<file path="src/rtl/tri_bbox_if.sv">
// Handshake and data bundle between the setup stage, the bounding-box unit and the scan stage.
interface tri_bbox_if #(
  parameter int WIDTH   = 16,
  parameter int FRAC    = 6,
  parameter int COUNT_W = 8
);
  logic                    in_valid;
  logic                    in_ready;
  logic [WIDTH-1:0]        v0x, v1x, v2x, v0y, v1y, v2y;
  logic                    out_valid;
  logic                    out_ready;
  logic [WIDTH-FRAC-1:0]   xmin, xmax, ymin, ymax;
  logic                    cull;
  logic [COUNT_W-1:0]      tri_count;

  modport master (
    output in_valid, v0x, v1x, v2x, v0y, v1y, v2y, out_ready,
    input  in_ready, out_valid, xmin, xmax, ymin, ymax, cull, tri_count
  );

  modport slave (
    input  in_valid, v0x, v1x, v2x, v0y, v1y, v2y, out_ready,
    output in_ready, out_valid, xmin, xmax, ymin, ymax, cull, tri_count
  );
endinterface

</file>
<file path="src/rtl/tri_bbox_unit.sv">
// Triangle bounding box: min/max of three fixed-point vertices, rounded to pixels,
// saturated, clamped to the screen and flagged for culling when fully off-screen.
module tri_bbox_unit #(
  parameter int WIDTH    = 16,
  parameter int FRAC     = 6,
  parameter int SCREEN_W = 640,
  parameter int SCREEN_H = 480,
  parameter int COUNT_W  = 8
) (
  input  logic     clk,
  input  logic     rst,
  tri_bbox_if.slave bus
);
  localparam int PW = WIDTH - FRAC;
  localparam int unsigned XLIM = SCREEN_W - 1;
  localparam int unsigned YLIM = SCREEN_H - 1;

  typedef enum logic [1:0] {IDLE, MINMAX, ROUND, HOLD} state_t;
  state_t state;

  logic [WIDTH-1:0]   x0, x1, x2, y0, y1, y2;
  logic [WIDTH-1:0]   xlo, xhi, ylo, yhi;
  logic [PW-1:0]      rxlo, rxhi, rylo, ryhi;
  logic [PW-1:0]      xmin_q, xmax_q, ymin_q, ymax_q;
  logic               rdy_q, val_q, cull_q;
  logic [COUNT_W-1:0] cnt_q;

  function automatic logic [WIDTH-1:0] min3(input logic [WIDTH-1:0] a, b, c);
    logic [WIDTH-1:0] m;
    m = (a < b) ? a : b;
    return (c < m) ? c : m;
  endfunction

  function automatic logic [WIDTH-1:0] max3(input logic [WIDTH-1:0] a, b, c);
    logic [WIDTH-1:0] m;
    m = (a > b) ? a : b;
    return (c > m) ? c : m;
  endfunction

  // Round half-up; the extra carry bit detects overflow past the pixel range.
  function automatic logic [PW-1:0] round_sat(input logic [WIDTH-1:0] v);
    logic [PW:0] r;
    r = {1'b0, v[WIDTH-1:FRAC]} + {{PW{1'b0}}, v[FRAC-1]};
    return r[PW] ? '1 : r[PW-1:0];
  endfunction

  function automatic logic [PW-1:0] clamp(input logic [PW-1:0] r, input int unsigned lim);
    return (32'(r) > lim) ? PW'(lim) : r;
  endfunction

  assign rxlo = round_sat(xlo);
  assign rxhi = round_sat(xhi);
  assign rylo = round_sat(ylo);
  assign ryhi = round_sat(yhi);

  always_ff @(posedge clk) begin
    if (rst) begin
      state  <= IDLE;
      rdy_q  <= 1'b1;
      val_q  <= 1'b0;
      cull_q <= 1'b0;
      xmin_q <= '0;
      xmax_q <= '0;
      ymin_q <= '0;
      ymax_q <= '0;
      cnt_q  <= '0;
    end else begin
      unique case (state)
        IDLE: begin
          if (bus.in_valid) begin
            x0    <= bus.v0x;
            x1    <= bus.v1x;
            x2    <= bus.v2x;
            y0    <= bus.v0y;
            y1    <= bus.v1y;
            y2    <= bus.v2y;
            rdy_q <= 1'b0;
            state <= MINMAX;
          end
        end
        MINMAX: begin
          xlo   <= min3(x0, x1, x2);
          xhi   <= max3(x0, x1, x2);
          ylo   <= min3(y0, y1, y2);
          yhi   <= max3(y0, y1, y2);
          state <= ROUND;
        end
        ROUND: begin
          xmin_q <= clamp(rxlo, XLIM);
          xmax_q <= clamp(rxhi, XLIM);
          ymin_q <= clamp(rylo, YLIM);
          ymax_q <= clamp(ryhi, YLIM);
          cull_q <= (32'(rxlo) > XLIM) | (32'(rylo) > YLIM);
          val_q  <= 1'b1;
          state  <= HOLD;
        end
        HOLD: begin
          if (bus.out_ready) begin
            val_q <= 1'b0;
            rdy_q <= 1'b1;
            cnt_q <= cnt_q + COUNT_W'(1);
            state <= IDLE;
          end
        end
        default: state <= IDLE;
      endcase
    end
  end

  // Ready is masked by reset so upstream never sees it while reset is held.
  assign bus.in_ready  = rdy_q & ~rst;
  assign bus.out_valid = val_q;
  assign bus.xmin      = xmin_q;
  assign bus.xmax      = xmax_q;
  assign bus.ymin      = ymin_q;
  assign bus.ymax      = ymax_q;
  assign bus.cull      = cull_q;
  assign bus.tri_count = cnt_q;
endmodule
</file>
<file path="src/flat_wrapper.sv">
// flat-port wrapper written by rule: the top's interface ports become plain ports
module tri_bbox_unit_flat 
#(
  parameter int WIDTH    = 16,
  parameter int FRAC     = 6,
  parameter int SCREEN_W = 640,
  parameter int SCREEN_H = 480,
  parameter int COUNT_W  = 8
)
  (clk, rst, bus_in_valid, bus_v0x, bus_v1x, bus_v2x, bus_v0y, bus_v1y, bus_v2y, bus_out_ready, bus_in_ready, bus_out_valid, bus_xmin, bus_xmax, bus_ymin, bus_ymax, bus_cull, bus_tri_count);
  tri_bbox_if #(.WIDTH(WIDTH), .FRAC(FRAC), .COUNT_W(COUNT_W)) bus_i ();
  input  logic clk;
  input  logic rst;
  input wire logic [$bits(bus_i.in_valid)-1:0] bus_in_valid;
  input wire logic [$bits(bus_i.v0x)-1:0] bus_v0x;
  input wire logic [$bits(bus_i.v1x)-1:0] bus_v1x;
  input wire logic [$bits(bus_i.v2x)-1:0] bus_v2x;
  input wire logic [$bits(bus_i.v0y)-1:0] bus_v0y;
  input wire logic [$bits(bus_i.v1y)-1:0] bus_v1y;
  input wire logic [$bits(bus_i.v2y)-1:0] bus_v2y;
  input wire logic [$bits(bus_i.out_ready)-1:0] bus_out_ready;
  output wire logic [$bits(bus_i.in_ready)-1:0] bus_in_ready;
  output wire logic [$bits(bus_i.out_valid)-1:0] bus_out_valid;
  output wire logic [$bits(bus_i.xmin)-1:0] bus_xmin;
  output wire logic [$bits(bus_i.xmax)-1:0] bus_xmax;
  output wire logic [$bits(bus_i.ymin)-1:0] bus_ymin;
  output wire logic [$bits(bus_i.ymax)-1:0] bus_ymax;
  output wire logic [$bits(bus_i.cull)-1:0] bus_cull;
  output wire logic [$bits(bus_i.tri_count)-1:0] bus_tri_count;
  assign bus_i.in_valid = bus_in_valid;
  assign bus_i.v0x = bus_v0x;
  assign bus_i.v1x = bus_v1x;
  assign bus_i.v2x = bus_v2x;
  assign bus_i.v0y = bus_v0y;
  assign bus_i.v1y = bus_v1y;
  assign bus_i.v2y = bus_v2y;
  assign bus_i.out_ready = bus_out_ready;
  assign bus_in_ready = bus_i.in_ready;
  assign bus_out_valid = bus_i.out_valid;
  assign bus_xmin = bus_i.xmin;
  assign bus_xmax = bus_i.xmax;
  assign bus_ymin = bus_i.ymin;
  assign bus_ymax = bus_i.ymax;
  assign bus_cull = bus_i.cull;
  assign bus_tri_count = bus_i.tri_count;
  tri_bbox_unit #(.WIDTH(WIDTH), .FRAC(FRAC), .SCREEN_W(SCREEN_W), .SCREEN_H(SCREEN_H), .COUNT_W(COUNT_W)) u_core (.clk(clk), .rst(rst), .bus(bus_i));
endmodule
</file>
<file path="config.mk">
export PLATFORM = sky130hd
export DESIGN_NAME = tri_bbox_unit_flat
export DESIGN_NICKNAME = d
export VERILOG_FILES = /design/src/rtl/tri_bbox_if.sv /design/src/rtl/tri_bbox_unit.sv /design/src/flat_wrapper.sv
export SDC_FILE = /design/constraint.sdc
export NUM_CORES = 1
export LEC_CHECK = 0
export BUFFER_PORTS_ARGS = -buffer_cell sky130_fd_sc_hd__buf_2
export CORE_MARGIN = 4
export CORE_UTILIZATION = 45
export CTS_CLUSTER_SIZE = 30
export DETAILED_ROUTE_END_ITERATION = 10
export MAX_ROUTING_LAYER = met4
export PLACE_DENSITY_LB_ADDON = 0.08
export REMOVE_ABC_BUFFERS = 1
export SYNTH_ARGS = -nofsm -noshare
export SYNTH_HDL_FRONTEND = slang
export SYNTH_SLANG_ARGS = --single-unit
</file>
<file path="constraint.sdc">
create_clock -name clk -period 13.1 [get_ports clk]
set_input_delay 1.31 -clock clk [delete_from_list [all_inputs] [get_ports clk]]
set_output_delay 1.31 -clock clk [all_outputs]
set_load 0.1 [all_outputs]
</file>
## Word-level counts from Yosys, hierarchy flattened

Index checks and enable logic that the tools add are counted.

| operators by class | value |
|---|---|
| add/subtract/negate cells | 5 |
| $mul | 0 |
| divide/modulo/power cells | 0 |
| magnitude comparators | 12 |
| eq/ne operators | 5 |
| shifts and indexed selects | 0 |
| multiplexer cells | 24 |
| bitwise gates (word level) | 3 |
| reductions and logical operators | 9 |

Operators with widths:

| cell | number |
|---|---|
| 2-to-1 mux 16 bit | 8 |
| 2-to-1 mux 10 bit | 8 |
| > comparator 16 bit | 4 |
| < comparator 16 bit | 4 |
| adder 10 x 1 -> 11 bit | 4 |
| > comparator 10 bit (second input constant) | 2 |
| > comparator 10 x 9 -> 1 bit (second input constant) | 2 |
| adder 8 x 1 -> 8 bit (second input constant) | 1 |
| one-hot mux 2 bit (4 select lines) | 1 |
| AND reduction 2 bit | 4 |
| AND reduction 3 bit | 2 |
| == test 2 bit (second input constant) | 2 |
| 2-to-1 mux 2 bit | 2 |
| != test 2 bit (second input constant) | 2 |
| one-hot mux 1 bit (2 select lines) | 2 |
| nonzero test 2 bit | 2 |
| 2-to-1 mux 1 bit | 3 |
| == test 2 x 1 -> 1 bit (second input constant) | 1 |
| logical NOT 2 bit | 1 |
| bitwise AND 1 bit | 1 |
| inverter 1 bit | 1 |
| bitwise OR 1 bit | 1 |

| word-level totals | value |
|---|---|
| register bits after elaboration | 213 |
| latch bits | 0 |
| memory bits (writable) | 0 |
| memory bits (read-only) | 0 |
| bits of input ports | 100 |
| output and inout bits | 51 |
| word-level logic and storage cells | 77 |
| memories kept | 0 |

## Depth between registers and ports, before layout

| depth | value |
|---|---|
| word-level depth | 4 |
| depth in mapped cells | 20 |
| gate-level depth less buffers | 17 |

## Least setup slack after synthesis

Ideal clock, no wire load.

| timing | value |
|---|---|
| path kind | input to register |
| from | input rst |
| to | register u_core.x0[0] (enable) |
| setup time | 552 ps |
| data arrival time | 5737 ps |
| required time | 12548 ps |
| path slack | 6811 ps |
| stages on the path | 3 |
| path buffers | 2 |
| path through | clkbuf_1 > buf_1 > nor2_1 |

| between the ends | value |
|---|---|
| longest elaborated chain between the ends | 2 |

Ends and longest elaborated chain:

| what | line | text |
|---|---|---|
| start, declared | flat_wrapper.sv:13 | `input logic rst;` |
| inverter 1 bit | -- |  |
| AND reduction 3 bit (no source line) | -- |  |
| end signal, assigned | tri_bbox_unit.sv:71 | `x0 <= bus.v0x;` |
| end, declared | tri_bbox_unit.sv:21 | `logic [WIDTH-1:0] x0, x1, x2, y0, y1, y2;` |

No other way between the ends.
A chain may end at the register's enable or synchronous reset.

## Worst setup path after layout

| timing | value |
|---|---|
| from | register u_core.x0[15] |
| to | register u_core.xhi[12], data pin |

| between the ends | value |
|---|---|
| longest elaborated chain between the ends | 4 |

Ends and longest elaborated chain:

| what | line | text |
|---|---|---|
| > comparator 16 bit | tri_bbox_unit.sv:36 | `m = (a > b) ? a : b;` |
| 2-to-1 mux 16 bit * | tri_bbox_unit.sv:36 |  |
| > comparator 16 bit | tri_bbox_unit.sv:37 | `return (c > m) ? c : m;` |
| 2-to-1 mux 16 bit * | tri_bbox_unit.sv:37 |  |
| end signal, assigned | tri_bbox_unit.sv:83 | `xhi <= max3(x0, x1, x2);` |
| end, declared | tri_bbox_unit.sv:22 | `logic [WIDTH-1:0] xlo, xhi, ylo, yhi;` |

Mark *: on every way between the ends. The rest lies on a longest branch, timed or not.

==> flow_summary.ini <==
[die]
fp.dieW_um = 160.8
coreArea_um2 = 22780
die_y_um = 160.8
initial_core_util_pct = 46.11
num_rows = 55
dieArea_um2 = 25850
io_pins = 151

[synthesis]
yosysWarnings = 0
mappedNetlistArea_um2 = 10500
ys_ff_latch = 193
async_flop_share_pct = 0
syn_inst = 911
synth-main-ff-cell = edfxtp_1
synth-seq-area-share_pct = 50.13
synth_edf_count = 140
synthDistinctLibCells = 56
syn_area_per_cell_um2 = 11.53

[setup_path]
crit_chain = ha_1 -> nand4_2 -> nor4_2 -> a21bo_2 -> nand4_4 -> a21boi_2 -> buf_4 -> mux2i_1 -> ha_1 -> nor2b_1 -> o21ai_0 -> nand2b_1 -> a2111oi_0 -> nor4_1 -> o221ai_1 -> buf_4 -> mux2i_1
reg2reg_depth = 17
critPathKind = flop to flop
max_stage_delay_ns = 0.63
crit_path_end_kind = flop
timing.rr.end = u_core.xhi[12]
critPathLaunchType = flop
worstPathArrival_ns = 5.69
path_max_fanout = 17
critPathSlowestCell = a21boi_2
cp.required_ns = 13.36
crit-reg2reg-launch = u_core.x0[15]
r2r_slack_ns = 7.67

[global_route]
antenna_found_initial = 2
grt_pass1_wl_mm = 36.19
grt-ovfl-total = 0
grt_pass1_vias = 6796
grt_max_degree = 71
grt_usage_pct = 17.90

[drt]
viasPerCell = 5.190
drt_pass1_iterations = 5
wl_per_cell_um = 16.09
drtIter0Drc = 366
vias = 7209
postRouteAntennaNets = 0
drt-total-wl_mm = 22.35
drc = 0

[sta]
report.final.slew_viol_count = 0
rsz0062_at_grt = false
finalSetupViolCount = 0
final_hold_viol_count = 0
slew-limit-headroom_pct = 22.89
finalCritPeriodShare_pct = 41.42
fin_worst_skew_ns = 0.009373
fmax_mhz = 184.3
period_minus_slack_ns = 5.426
worst_pin_slew_ns = 1.154
fin_tns_setup_ns = 0

[min_path]
hold_path_depth = 1
hold_path_end = u_core.bus.ymax[9]
holdCritStartpoint = u_core.bus.ymax[9]
hp-class = flop to flop

[power_and_ir_drop]
ir_worst_vdd_v = 0.0001230
power.leakage_nw = 5.224
power.density_nw_per_um2 = 201.0
power_mw = 2.445

[layout]
fin_util_pct = 53.41
layout_commonest_cell = buf_2
nets = 1268
synthToLayoutAreaGrowth_pct = 15.82
most-common-layout-cells = buf_2, edfxtp_1, mux2i_1
drive_gt1_share_pct = 18.90

[run_status]
outcome = finished clean

[clock_network]
cts_sinks = 193
htree_levels = 4
cts_tree = yes
clk_latency_ns = 0.43
clkTransAtPathRegs_ns = 0.07
postCtsSetupRepairBufs = 0
cts_made_buffers = 17
clockBufferDepth = 2
cts-resized-gates = 0
holdBufCountCts = 0
cts_root_buf = clkbuf_16

[run]
max_cap_viol_count = 0

[placed_design]
io_buffers = 150
gp_congestion = 0.8643
dpl.hpwl_mm = 17.41
-- registers in the layout, indices dropped and copies added (netlist names), 11 cells and up --
register / flops
u_core.y0: 16
u_core.x1: 16
u_core.xhi: 11
u_core.ylo: 11
u_core.x0: 16
u_core.x2: 16
u_core.yhi: 11
u_core.y1: 16
u_core.y2: 16
u_core.xlo: 11
-- synthesized netlist by cell type (all sizes together) (5+ instances only) --
| cell type | n | area, um^2 |
|---|---|---|
| clkbuf | 16 | 60.06 |
| edfxtp | 140 | 4204 |
| nor2 | 75 | 281.5 |
| mux2i | 113 | 1131 |
| nor3 | 12 | 60.06 |
| a21o | 12 | 90.09 |
| inv | 70 | 262.8 |
| ha | 107 | 1339 |
| nand3 | 38 | 190.2 |
| a211oi | 31 | 232.7 |
| nand4 | 20 | 146.4 |
| nand2 | 33 | 131.4 |
| o21ai | 26 | 130.1 |
| and3 | 9 | 56.30 |
| nor4 | 5 | 37.53 |
| xnor2 | 10 | 87.58 |
| dfxtp | 53 | 1061 |
| o211ai | 6 | 45.04 |
| nand2b | 10 | 62.56 |
| a21oi | 36 | 180.2 |
| nor2b | 15 | 93.84 |
| xor2 | 16 | 140.1 |
| buf | 12 | 92.59 |
| a2111oi | 5 | 43.79 |
-- final cells by class --
class / count / area (um^2)
Antenna cell: 2 / 5.005
Clock buffer: 23 / 510.5
Clock inverter: 9 / 67.56
Fill cell: 2040 / 10610
Inverter: 70 / 262.8
Multi-Input combinational cell: 620 / 4845
Sequential cell: 193 / 5265
Tap cell: 313 / 391.6
Timing Repair Buffer: 159 / 818.3
-- worst max-delay path: cells and delay by family, from the launching register on --
| family | cells | cell delay [ns] |
|---|---|---|
| AO/OA/AOI/OAI | 5 | 2.02 |
| adder cells (fa/ha/maj) | 2 | 0.57 |
| buffers and inverters | 2 | 0.62 |
| flip-flops | 1 | 0.42 |
| multiplexers | 2 | 0.43 |
| AND/OR/NAND/NOR | 6 | 1.18 |
-- worst max-delay path by stage --
stage | start | endpoint | slack [ns] | depth (start not counted)
detailed placement | u_core.x0[13] | u_core.xhi[12] | 7.76 | 17
finish | u_core.x0[15] | u_core.xhi[12] | 7.67 | 17
global placement | u_core.x0[15] | u_core.xhi[15] | 7.83 | 17
CTS | u_core.x0[15] | u_core.xhi[12] | 7.69 | 17
floorplan | bus_in_valid | u_core.x0[0] | 7.17 | 2
global route | u_core.x0[15] | u_core.xhi[11] | 7.46 | 17
-- cell families (layout without fill, tap and decap cells) --
| logic type | Yosys count | count (layout) | share of synthesized area (%) |
|---|---|---|---|
| other cells | 0 | 2 | 0 |
| mux | 117 | 117 | 11.20 |
| flops | 193 | 193 | 50.13 |
| xor+xnor | 26 | 26 | 2.168 |
| compound gates | 142 | 142 | 8.946 |
| buf+inv | 98 | 261 | 3.955 |
| simple gates | 228 | 228 | 10.86 |
| fa+ha+maj | 107 | 107 | 12.75 |
-- layer usage --
metal,wire length (um),vias to the layer above,global-route usage [%]
met5,0,-,-
met4,248,0,4.614
met3,1027,19,3.208
met2,9457,151,25.36
met1,11620,3351,26.57
li1,-,3688,-
-- metrics by stage --
stage | instances | setup WS, ns | area [um^2] | hold WS, ns
after floorplan | 883 | 7.172 | 10350 | 0.4947
after global placement | 1355 | 7.826 | 11580 | 0.4590
after detailed placement | 1355 | 7.756 | 11580 | 0.4646
after CTS | 1387 | 7.692 | 12160 | 0.4767
after global routing | 1389 | 7.460 | 12170 | 0.4872
final | 1389 | 7.674 | 12170 | 0.4709
-- report_power, final --
group / switching [mW] / internal (mW) / total [mW]
Sequential: 0.0882 / 0.815 / 0.903
Combinational: 0.719 / 0.315 / 1.03
Clock: 0.230 / 0.278 / 0.509
(Power assumes the default switching activity.)
